`src/rtl/lsu_pkg.sv`:
```
// Shared types and constants for the load/store unit.
//   state_e : controller FSM states
//   err_e   : response error codes carried on resp_err
//   F3_*    : RV32I funct3 encodings for access size and sign
package lsu_pkg;

    typedef enum logic [1:0] {
        IDLE = 2'd0,
        BUS  = 2'd1,
        DONE = 2'd2
    } state_e;

    typedef enum logic [1:0] {
        ERR_OK       = 2'b00,
        ERR_MISALIGN = 2'b01,
        ERR_ILLEGAL  = 2'b10,
        ERR_TIMEOUT  = 2'b11
    } err_e;

    localparam logic [2:0] F3_B  = 3'b000;
    localparam logic [2:0] F3_H  = 3'b001;
    localparam logic [2:0] F3_W  = 3'b010;
    localparam logic [2:0] F3_BU = 3'b100;
    localparam logic [2:0] F3_HU = 3'b101;

endpackage

```
`src/rtl/lsu_align.sv`:
```
// Combinational lane logic for one load/store access.
//   store_i   : 1 = store, 0 = load
//   funct3_i  : access size/sign
//   ea_lo_i   : effective address bits [1:0]
//   wdata_i   : raw store data (rs2)
//   rdata_i   : raw bus read word
//   illegal_o : funct3 not legal for this access kind
//   misalign_o: half/word access not naturally aligned
//   wstrb_o   : byte enables for the bus
//   wdata_o   : store data replicated onto the byte lanes
//   ldata_o   : selected and extended load result
module lsu_align
    import lsu_pkg::*;
(
    input  logic        store_i,
    input  logic [2:0]  funct3_i,
    input  logic [1:0]  ea_lo_i,
    input  logic [31:0] wdata_i,
    input  logic [31:0] rdata_i,
    output logic        illegal_o,
    output logic        misalign_o,
    output logic [3:0]  wstrb_o,
    output logic [31:0] wdata_o,
    output logic [31:0] ldata_o
);

    logic        is_b, is_h, is_w;
    logic [31:0] rshift;

    // funct3[1:0] encodes the size; funct3[2] only selects zero-extension.
    assign is_b = (funct3_i[1:0] == 2'b00);
    assign is_h = (funct3_i[1:0] == 2'b01);
    assign is_w = (funct3_i[1:0] == 2'b10);

    always_comb begin
        if (store_i) begin
            illegal_o = !(funct3_i == F3_B || funct3_i == F3_H || funct3_i == F3_W);
        end else begin
            illegal_o = !(funct3_i == F3_B || funct3_i == F3_H || funct3_i == F3_W ||
                          funct3_i == F3_BU || funct3_i == F3_HU);
        end
    end

    assign misalign_o = (is_h && ea_lo_i[0]) || (is_w && (ea_lo_i != 2'b00));

    always_comb begin
        wstrb_o = 4'b0000;
        wdata_o = wdata_i;
        if (is_b) begin
            wstrb_o = 4'b0001 << ea_lo_i;
            wdata_o = {4{wdata_i[7:0]}};
        end else if (is_h) begin
            wstrb_o = 4'b0011 << ea_lo_i;
            wdata_o = {2{wdata_i[15:0]}};
        end else if (is_w) begin
            wstrb_o = 4'b1111;
        end
    end

    // Bring the addressed lane down to bit 0 before extending.
    assign rshift = rdata_i >> {ea_lo_i, 3'b000};

    always_comb begin
        ldata_o = 32'h0;
        case (funct3_i)
            F3_B:    ldata_o = {{24{rshift[7]}}, rshift[7:0]};
            F3_BU:   ldata_o = {24'h0, rshift[7:0]};
            F3_H:    ldata_o = {{16{rshift[15]}}, rshift[15:0]};
            F3_HU:   ldata_o = {16'h0, rshift[15:0]};
            F3_W:    ldata_o = rdata_i;
            default: ldata_o = 32'h0;
        endcase
    end

endmodule

```
`src/rtl/lsu_ctrl.sv`:
```
// Load/store sequencing controller between execute and the data-memory bus.
// Accepts one request per handshake, checks legality/alignment, runs one
// bus transaction under a timeout and returns a one-cycle response.
//   req_*  : request from execute (valid/ready handshake)
//   mem_*  : word-aligned data-memory bus request, held until mem_ack
//   resp_* : one-cycle completion pulse with load data or error code
module lsu_ctrl
    import lsu_pkg::*;
#(
    parameter int TIMEOUT = 16
) (
    input  logic        clk,
    input  logic        rst,
    input  logic        req_valid,
    output logic        req_ready,
    input  logic        req_store,
    input  logic [2:0]  req_funct3,
    input  logic [31:0] req_base,
    input  logic [11:0] req_imm,
    input  logic [31:0] req_wdata,
    output logic        mem_req,
    output logic        mem_we,
    output logic [31:0] mem_addr,
    output logic [3:0]  mem_wstrb,
    output logic [31:0] mem_wdata,
    input  logic        mem_ack,
    input  logic [31:0] mem_rdata,
    output logic        resp_valid,
    output logic [31:0] resp_data,
    output logic [1:0]  resp_err
);

    localparam int TW = (TIMEOUT > 2) ? $clog2(TIMEOUT) : 1;

    state_e         state_q, state_d;
    err_e           err_q, err_d;
    logic [TW-1:0]  timer_q, timer_d;
    logic [31:0]    ea_q, ea_d;
    logic           we_q, we_d;
    logic [2:0]     f3_q, f3_d;
    logic [3:0]     wstrb_q, wstrb_d;
    logic [31:0]    wdata_q, wdata_d;
    logic [31:0]    rdata_q, rdata_d;

    logic [31:0]    ea;
    logic           idle;
    logic           al_illegal, al_misalign;
    logic [3:0]     al_wstrb;
    logic [31:0]    al_wdata, al_ldata;

    assign ea   = req_base + {{20{req_imm[11]}}, req_imm};
    assign idle = (state_q == IDLE);

    // The single aligner sees the live request while idle (for checks and
    // capture) and the captured access afterwards (for load extension).
    lsu_align u_align (
        .store_i   (idle ? req_store  : we_q),
        .funct3_i  (idle ? req_funct3 : f3_q),
        .ea_lo_i   (idle ? ea[1:0]    : ea_q[1:0]),
        .wdata_i   (req_wdata),
        .rdata_i   (mem_rdata),
        .illegal_o (al_illegal),
        .misalign_o(al_misalign),
        .wstrb_o   (al_wstrb),
        .wdata_o   (al_wdata),
        .ldata_o   (al_ldata)
    );

    always_comb begin
        state_d = state_q;
        err_d   = err_q;
        timer_d = timer_q;
        ea_d    = ea_q;
        we_d    = we_q;
        f3_d    = f3_q;
        wstrb_d = wstrb_q;
        wdata_d = wdata_q;
        rdata_d = rdata_q;
        case (state_q)
            IDLE: begin
                if (req_valid) begin
                    ea_d    = ea;
                    we_d    = req_store;
                    f3_d    = req_funct3;
                    wstrb_d = al_wstrb;
                    wdata_d = al_wdata;
                    rdata_d = 32'h0;
                    timer_d = '0;
                    if (al_illegal) begin
                        err_d   = ERR_ILLEGAL;
                        state_d = DONE;
                    end else if (al_misalign) begin
                        err_d   = ERR_MISALIGN;
                        state_d = DONE;
                    end else begin
                        err_d   = ERR_OK;
                        state_d = BUS;
                    end
                end
            end
            BUS: begin
                timer_d = timer_q + TW'(1);
                // Ack beats an expiring timer in the same cycle.
                if (mem_ack) begin
                    rdata_d = we_q ? 32'h0 : al_ldata;
                    err_d   = ERR_OK;
                    state_d = DONE;
                end else if (timer_q == TW'(TIMEOUT - 1)) begin
                    rdata_d = 32'h0;
                    err_d   = ERR_TIMEOUT;
                    state_d = DONE;
                end
            end
            DONE: begin
                state_d = IDLE;
            end
            default: begin
                state_d = IDLE;
            end
        endcase
    end

    always_ff @(posedge clk or posedge rst) begin
        if (rst) begin
            state_q <= IDLE;
            err_q   <= ERR_OK;
            timer_q <= '0;
            ea_q    <= 32'h0;
            we_q    <= 1'b0;
            f3_q    <= 3'b000;
            wstrb_q <= 4'h0;
            wdata_q <= 32'h0;
            rdata_q <= 32'h0;
        end else begin
            state_q <= state_d;
            err_q   <= err_d;
            timer_q <= timer_d;
            ea_q    <= ea_d;
            we_q    <= we_d;
            f3_q    <= f3_d;
            wstrb_q <= wstrb_d;
            wdata_q <= wdata_d;
            rdata_q <= rdata_d;
        end
    end

    // Bus and response outputs are gated by state so they read 0 elsewhere
    // and fall immediately when reset forces the state back to IDLE.
    assign req_ready  = idle;
    assign mem_req    = (state_q == BUS);
    assign mem_we     = mem_req & we_q;
    assign mem_addr   = mem_req ? {ea_q[31:2], 2'b00} : 32'h0;
    assign mem_wstrb  = mem_req ? wstrb_q : 4'h0;
    assign mem_wdata  = mem_req ? wdata_q : 32'h0;
    assign resp_valid = (state_q == DONE);
    assign resp_data  = resp_valid ? rdata_q : 32'h0;
    assign resp_err   = resp_valid ? err_q : ERR_OK;

endmodule

```
`config.mk`:
```
export PLATFORM = sky130hd
export DESIGN_NAME = lsu_ctrl
export DESIGN_NICKNAME = d
export VERILOG_FILES = /design/src/rtl/lsu_pkg.sv /design/src/rtl/lsu_align.sv /design/src/rtl/lsu_ctrl.sv
export SDC_FILE = /design/constraint.sdc
export NUM_CORES = 1
export LEC_CHECK = 0
export BUFFER_PORTS_ARGS = -buffer_cell sky130_fd_sc_hd__buf_2
export CAP_MARGIN = 20
export CORE_MARGIN = 2
export CORE_UTILIZATION = 40
export DETAILED_ROUTE_END_ITERATION = 8
export PLACE_DENSITY = 0.75
export SETUP_SLACK_MARGIN = 0.05
export SYNTH_ARGS = -nofsm -noshare
export SYNTH_HDL_FRONTEND = slang
export SYNTH_SLANG_ARGS = --single-unit
```
`constraint.sdc`:
```
create_clock -name clk -period 5.3 [get_ports clk]
set_input_delay 0 -clock clk [delete_from_list [all_inputs] [get_ports clk]]
set_output_delay 0 -clock clk [all_outputs]
set_load 0.1 [all_outputs]
```
==> insert_results.sql, run 1 <==
INSERT INTO impl_metrics (metric_group, metric, value, unit) VALUES
('run_status', 'run_status', 'finished clean', ''),
('synth', 'synth_area_leaders', 'sky130_fd_sc_hd__dfrtp_1 (39%), sky130_fd_sc_hd__and2_1 (9.4%), sky130_fd_sc_hd__nand2_1 (8.5%)', ''),
('drt', 'drt_pass1_iterations', '7', ''),
('final_layout', 'syn2layout_area_growth', '31.8', '%'),
('floorplan', 'starting_density_of_the_core', '41.2', '%'),
('synth', 'synth_largest_type_area_fraction', '39.0', '%'),
('synth', 'yosysWarningCount', '0', ''),
('timing', 'tightestPinTransition', '1.01', 'ns'),
('clocking', 'tritoncts.num_buffers', '9', ''),
('synth', 'ys_seq_elements', '112', ''),
('floorplan', 'die_h', '138', 'um'),
('synth', 'synth_ff_type', 'sky130_fd_sc_hd__dfrtp_1', ''),
('final_layout', 'drive_above_1_share', '23.4', '%'),
('job', 'max_cap_viol_count', '0', ''),
('clocking', 'worst_setup_hold_path_clk_slew', '0.09', 'ns'),
('synth', 'seq_area_frac_synth', '39.0', '%'),
('clocking', 'htree_levels', '3', ''),
('synth', 'post_synth_instance_area', '7180', 'um^2'),
('grt', 'grt_usage', '23.1', '%'),
('pwr', 'worst_ir_drop_vdd', '322', 'uV'),
('final_layout', 'layout.nets', '1246', ''),
('critical_path', 'setup.worst_path.start_class', 'flip-flop', ''),
('synth', 'synth.area.mux_share', '2.35', '%'),
('synth', 'synth_enable_flop_cells', '0', ''),
('synth', 'synth_compound_gate_area_share', '21.7', '%'),
('drt', 'num_vias', '7196', ''),
('grt', 'maximum_number_of_pins_on_one_net_before_global_route_repair', '75', ''),
('drt', 'drt_drc_violations_left', '0', ''),
('clocking', 'clk_root_buf', 'sky130_fd_sc_hd__clkbuf_16', ''),
('timing', 'grt_setup_unrepaired', 'no', ''),
('synth', 'syn_avg_cell_area', '8.62', 'um^2'),
('grt', 'number_of_antenna_violations_at_the_first_check_in_global_routing', '1', ''),
('hold_path', 'holdCritStartpoint', 'req_wdata[29]', ''),
('synth', 'number_of_distinct_library_cells_after_synthesis', '63', ''),
('grt', 'grt_pass1_vias', '6837', ''),
('final_layout', 'mostFrequentLayoutCell', 'sky130_fd_sc_hd__buf_2', ''),
('floorplan', 'floorplan.io_pins', '222', ''),
('clocking', 'cts_tree', 'yes', ''),
('synth', 'synth_simple_gate_area_share', '24.0', '%'),
('pwr', 'power.static_leakage', '4.83', 'nW'),
('placement', 'place_hpwl', '15600', 'um'),
('timing', 'timing.final.crit_period', '2.96', 'ns'),
('drt', 'via_per_inst', '5.43', ''),
('timing', 'fin_ws', '2.34', 'ns'),
('critical_path', 'sort_of_element_at_the_end_of_the_critical_path', 'flip-flop', ''),
('critical_path', 'worst_ep_arrival_time', '3.26', 'ns'),
('grt', 'grt_overflow', '0', ''),
('synth', 'synth_async_sr_flop_share', '100', '%'),
('synth', 'synthAdderAreaFrac', '6.20', '%'),
('clocking', 'clock_sinks', '112', ''),
('placement', 'gp_congestion', '0.885', ''),
('critical_path', 'critical_path_peak_fanout', '17', ''),
('hold_path', 'min_path_cells', '3', ''),
('critical_path', 'crit_start', 'state_q[1]$_DFFE_PP0P_', ''),
('timing', 'final_hold_viol_count', '0', ''),
('placement', 'number_of_port_buffers', '219', ''),
('timing', 'finClkSkew', '0.0130', 'ns'),
('floorplan', 'fp.dieW', '138', 'um'),
('grt', 'grt_first_pass_wirelength', '34700', 'um'),
('final_layout', 'layout.cells.most_common_list', 'sky130_fd_sc_hd__buf_2 (219), sky130_fd_sc_hd__nand2_1 (162), sky130_fd_sc_hd__dfrtp_1 (112), sky130_fd_sc_hd__and2_1 (107), sky130_fd_sc_hd__dlygate4sd3_1 (72)', ''),
('timing', 'fmaxAchievable', '338', 'MHz'),
('timing', 'totalNegativeSetupSlack', '0', 'ns'),
('placement', 'place_ws', '1.73', 'ns'),
('synth', 'synthXorXnorAreaFrac', '3.29', '%'),
('critical_path', 'r2r_cells', '9', ''),
('clocking', 'clk_path_buf_depth', '2', ''),
('timing', 'share_of_the_clock_period_used_by_the_worst_path_after_layout', '55.8', '%'),
('synth', 'largest_family_of_logic_cells_by_synthesized_area', 'simple AND/OR/NAND/NOR gates', ''),
('critical_path', 'setup.worst_path.class', 'flip-flop to flip-flop', ''),
('floorplan', 'placeableCoreArea', '17400', 'um^2'),
('clocking', 'clock_latency_late_sink', '0.36', 'ns');
[worst max-delay path, cell delays in order, from the launching register on]
cell and delay [ns]:
sky130_fd_sc_hd__dfrtp_1 0.44, sky130_fd_sc_hd__nor2_4 0.38, sky130_fd_sc_hd__mux2i_1 0.30, sky130_fd_sc_hd__buf_4 0.24, sky130_fd_sc_hd__mux4_2 0.22, sky130_fd_sc_hd__nand2_1 0.06
sky130_fd_sc_hd__or2_1 0.33, sky130_fd_sc_hd__a21oi_2 0.19, sky130_fd_sc_hd__and3_1 0.54, sky130_fd_sc_hd__a221o_1 0.20
[final cells by class]
| cell class | count | area, um^2 |
|---|---|---|
| antenna | 1 | 2.50 |
| timing repair buffer | 299 | 1900 |
| sequential | 112 | 2800 |
| multi-input combinational | 665 | 4140 |
| inverter | 8 | 32.5 |
| clock buffer | 9 | 225 |
| clock inverter | 7 | 78.8 |
| tap | 225 | 282 |
| fill | 1609 | 7950 |
[flip-flops by register name (all words and copies together) (netlist names)]
name	flops
ea_q	32
err_q	2
f3_q	3
rdata_q	32
state_q	2
timer_q	4
wdata_q	32
we_q	1
wstrb_q	4
[report_power, final]
part | switching [mW] | leakage (nW) | internal [mW] | total [mW]
registers | 0.181 | 1.42 | 1.18 | 1.36
clock network | 0.364 | 0.150 | 0.339 | 0.703
logic | 2.33 | 3.26 | 0.879 | 3.21
total | 2.87 | 4.83 | 2.40 | 5.27
[cells in the mapped netlist (all sizes together), types with 2 or more instances]
library cell	n
and4	2
nand4	8
o31ai	4
a222oi	7
o21a	4
a22oi	15
clkbuf	43
nand3b	2
mux2i	12
inv	8
nor2b	2
a21oi	31
buf	6
or2	3
nand2	163
o21ai	74
o2bb2ai	2
dfrtp	112
nor2	38
nand2b	5
or3	2
a21o	20
a221o	18
xor2	16
and2	108
and3	5
mux2	2
a22o	9
nor3	4
a221oi	2
nand3	5
o211ai	10
xnor2	11
a31oi	25
ha	34
[timing repair]
action / 4_1_cts / 5_1_grt
endpoints found under the setup margin: 0 / 0
hold buffers: 72 / 0
resized for setup: 0 / 0
setup buffers: 0 / 0
hold endpoints to repair: 131 / 0
[metrics by stage]
step / instances / total power, mW / cell area, um^2 / util [%] / hold slack, ns
floorplan: 834 / 3.83 / 7180 / - / 0.105
global placement: 1234 / 4.37 / 8390 / 48.2 / 0.220
detailed placement: 1235 / 4.44 / 8420 / 48.4 / 0.240
CTS: 1323 / 5.28 / 9450 / 54.2 / 0.00239
global route: 1325 / 5.63 / 9460 / 54.3 / 0.0301
finish: 1326 / 5.27 / 9460 / 54.3 / 0.0179
[final timing paths]
path                       slack (ns)                       to
setup / recovery                 2.34  rdata_q[21]$_DFFE_PP0P_
hold / removal                   0.02  wdata_q[29]$_DFFE_PP0P_
setup reg to reg                 2.34  rdata_q[21]$_DFFE_PP0P_
hold reg to reg                  0.48     ea_q[16]$_DFFE_PP0P_
max in group asynchronous        3.79   wdata_q[9]$_DFFE_PP0P_
min in group asynchronous        0.40   rdata_q[2]$_DFFE_PP0P_
[cell families (layout without fill, tap and decap cells)]
logic type,after synthesis,after routing
AOI/OAI and AO/OA,234,234
and+or+nand+nor,352,352
muxes,15,15
adders and majority gates,35,35
other,1,3
buffers and inverters,57,323
DFF,112,112
xor gates and xnor gates,27,27
[per-layer routing]
layer | vias to the layer above | track usage (%) | wire, um
met5 | - | 0 | 0
met4 | 0 | 10.1 | 720
met3 | 57 | 5.08 | 1830
met2 | 342 | 37.0 | 10300
met1 | 3318 | 30.1 | 9560
li1 | 3479 | - | -
No activity file was read; power rests on OpenSTA's default activity.
==> run 2: changes to the inputs <==
--- a/config.mk
+++ b/config.mk
@@ -10,7 +10,7 @@
 export CORE_MARGIN = 2
 export CORE_UTILIZATION = 40
 export DETAILED_ROUTE_END_ITERATION = 8
-export PLACE_DENSITY = 0.75
+export PLACE_DENSITY = 0.77
 export SETUP_SLACK_MARGIN = 0.05
 export SYNTH_ARGS = -nofsm -noshare
 export SYNTH_HDL_FRONTEND = slang
==> constraint.sdc (replaced) <==
create_clock -name clk -period 2.5 [get_ports clk]
set_input_delay 0 -clock clk [delete_from_list [all_inputs] [get_ports clk]]
set_output_delay 0 -clock clk [all_outputs]
set_load 0.1 [all_outputs]
==> insert_results.sql, run 2 (same netlist as run 1, synthesis figures left out) <==
INSERT INTO impl_metrics (metric_group, metric, value, unit) VALUES
('run_status', 'run_status', 'finished clean', ''),
('pwr', 'power.static_leakage', '4.95', 'nW'),
('clocking', 'worst_setup_hold_path_clk_slew', '0.07', 'ns'),
('drt', 'via_per_inst', '5.39', ''),
('critical_path', 'path_cells', 'buf_4 > nand2b_1 > inv_2 > buf_6 > and2_1 > buf_2', ''),
('job', 'max_cap_viol_count', '0', ''),
('floorplan', 'floorplan.die_area', '19000', 'um^2'),
('grt', 'grt_usage', '22.7', '%'),
('floorplan', 'placeableCoreArea', '17400', 'um^2'),
('drt', 'drt_pass1_iterations', '5', ''),
('critical_path', 'timing.critical_path.slowest_stage_cell', 'sky130_fd_sc_hd__buf_2', ''),
('floorplan', 'floorplan.io_pins', '222', ''),
('clocking', 'htree_levels', '3', ''),
('grt', 'number_of_antenna_violations_at_the_first_check_in_global_routing', '1', ''),
('timing', 'drv_slew', '0', ''),
('critical_path', 'timing.critical_path.required', '2.50', 'ns'),
('timing', 'finClkSkew', '0.00876', 'ns'),
('placement', 'gp_congestion', '0.884', ''),
('final_layout', 'final_core_util', '56.0', '%'),
('drt', 'drt_drc_violations_left', '0', ''),
('floorplan', 'fp.dieW', '138', 'um'),
('clocking', 'clock_latency_late_sink', '0.36', 'ns'),
('pwr', 'worst_ir_drop_vdd', '771', 'uV'),
('grt', 'grt_overflow', '0', ''),
('timing', 'grt_setup_unrepaired', 'no', ''),
('drt', 'wl_per_cell', '16.4', 'um'),
('grt', 'grt_pass1_vias', '6825', ''),
('drt', 'drt-initial-drc-count', '477', ''),
('timing', 'finalHoldWorstSlack', '0.0228', 'ns'),
('final_layout', 'layout.cells.most_common_list', 'sky130_fd_sc_hd__buf_2 (199), sky130_fd_sc_hd__nand2_1 (162), sky130_fd_sc_hd__dfrtp_1 (112), sky130_fd_sc_hd__and2_1 (107), sky130_fd_sc_hd__o21ai_0 (71)', ''),
('clocking', 'clk_path_buf_depth', '2', ''),
('critical_path', 'setup.worst_path.class', 'flip-flop to primary output', ''),
('floorplan', 'starting_density_of_the_core', '41.2', '%'),
('critical_path', 'crit_path_max_incr_delay', '0.43', 'ns'),
('grt', 'maximum_number_of_pins_on_one_net_before_global_route_repair', '73', ''),
('final_layout', 'reg.largest.list', 'ea_q x32, rdata_q x32, wdata_q x32', ''),
('placement', 'number_of_port_buffers', '219', ''),
('floorplan', 'die_h', '138', 'um'),
('placement', 'place_hpwl', '15800', 'um'),
('final_layout', 'filler_cell_count', '1518', ''),
('timing', 'tightestPinTransition', '0.651', 'ns'),
('timing', 'final_hold_viol_count', '0', ''),
('clocking', 'clk_root_buf', 'sky130_fd_sc_hd__clkbuf_16', ''),
('clocking', 'clock_sinks', '112', ''),
('final_layout', 'stdcell_count', '1353', ''),
('critical_path', 'critical_path_peak_fanout', '68', ''),
('clocking', 'tritoncts.num_buffers', '9', ''),
('timing', 'finish_stage_setup_viols', '0', ''),
('placement', 'dp.cells', '1272', ''),
('timing', 'fmaxAchievable', '424', 'MHz'),
('floorplan', 'rows', '48', ''),
('final_layout', 'syn2layout_area_growth', '35.9', '%'),
('final_layout', 'layout.nets', '1273', ''),
('timing', 'share_of_the_clock_period_used_by_the_worst_path_after_layout', '94.3', '%'),
('hold_path', 'min_path_type', 'primary input to flip-flop', ''),
('critical_path', 'sort_of_element_at_the_end_of_the_critical_path', 'primary output', ''),
('final_layout', 'drive_above_1_share', '26.4', '%'),
('drt', 'num_vias', '7296', ''),
('pwr', 'power_per_cell_area', '1190', 'nW/um^2'),
('drt', 'total_wirelength_of_the_detailed_routed_design', '22200', 'um'),
('critical_path', 'setup.worst_path.start_class', 'flip-flop', ''),
('timing', 'max-slew-margin-rel', '56.5', '%'),
('clocking', 'cts_tree', 'yes', ''),
('timing', 'totalNegativeSetupSlack', '0', 'ns'),
('drt', 'final_antenna_net_count', '0', ''),
('grt', 'grt_first_pass_wirelength', '34000', 'um'),
('final_layout', 'mostFrequentLayoutCell', 'sky130_fd_sc_hd__buf_2', ''),
('critical_path', 'worst_ep_arrival_time', '2.36', 'ns'),
('timing', 'timing.final.crit_period', '2.36', 'ns');
## run 2: worst paths after layout
kind                                         from                       to  cells after the start  slack (ns)
min in group asynchronous                     rst     ea_q[15]$_DFFE_PP0P_                      3        0.23
max                        state_q[1]$_DFFE_PP0P_             mem_wdata[5]                      6        0.14
max in group asynchronous                     rst   wdata_q[5]$_DFFE_PP0P_                      4        1.55
min reg2reg                   ea_q[4]$_DFFE_PP0P_      ea_q[4]$_DFFE_PP0P_                      2        0.47
min                                 mem_rdata[10]  rdata_q[10]$_DFFE_PP0P_                      4        0.02
max reg2reg                state_q[0]$_DFFE_PP0P_  wdata_q[17]$_DFFE_PP0P_                      7        0.19
## run 2: worst max-delay path, delay by kind of cell (launching register included)
family        cells  cell delay, ns
flops             1            0.41
buf+inv           4            1.15
simple gates      2            0.42
## run 2: per-layer routing
metal  routed length (um)  global-route usage [%]  part of all wire (%)  vias up
met1                 9260                    28.3                    42     3376
met4                  684                    9.41                   3.1        0
met3                 1850                    5.67                   8.4       49
met2                10400                    37.6                    47      339
met5                    0                       0                     0        -
li1                     -                       -                     -     3532
## run 2: area by class of cell
type | count | area [um^2] | area share [%]
Multi-Input combinational cell | 665 | 4170 | 42.7
Sequential cell | 112 | 2800 | 28.7
Antenna cell | 1 | 2.50 | 0.0256
Clock buffer | 9 | 225 | 2.31
Clock inverter | 7 | 101 | 1.04
Timing Repair Buffer | 326 | 2140 | 22.0
Inverter | 8 | 33.8 | 0.346
Tap cell | 225 | 282 | 2.88
## run 2: repair_timing
action,4_1_cts,5_1_grt
setup buffers,0,0
resized for setup,4,24
setup endpoints to repair,87,52
hold buffers,64,0
hold endpoints to repair,76,0
## run 2: per-stage QoR
step                instance area (um^2)  setup WS [ns]  power [mW]
floorplan                           7200        0.00787        8.13
global placement                    8710         -0.160        9.62
detailed placement                  8710         -0.236        9.74
CTS                                 9690          0.127        11.6
global route                        9760         0.0504        12.3
finish                              9760          0.142        11.6
## run 2: power breakdown
group,internal (mW),switching [mW]
Clock,0.892,0.716
Combinational,2.08,5.02
Sequential,2.51,0.369
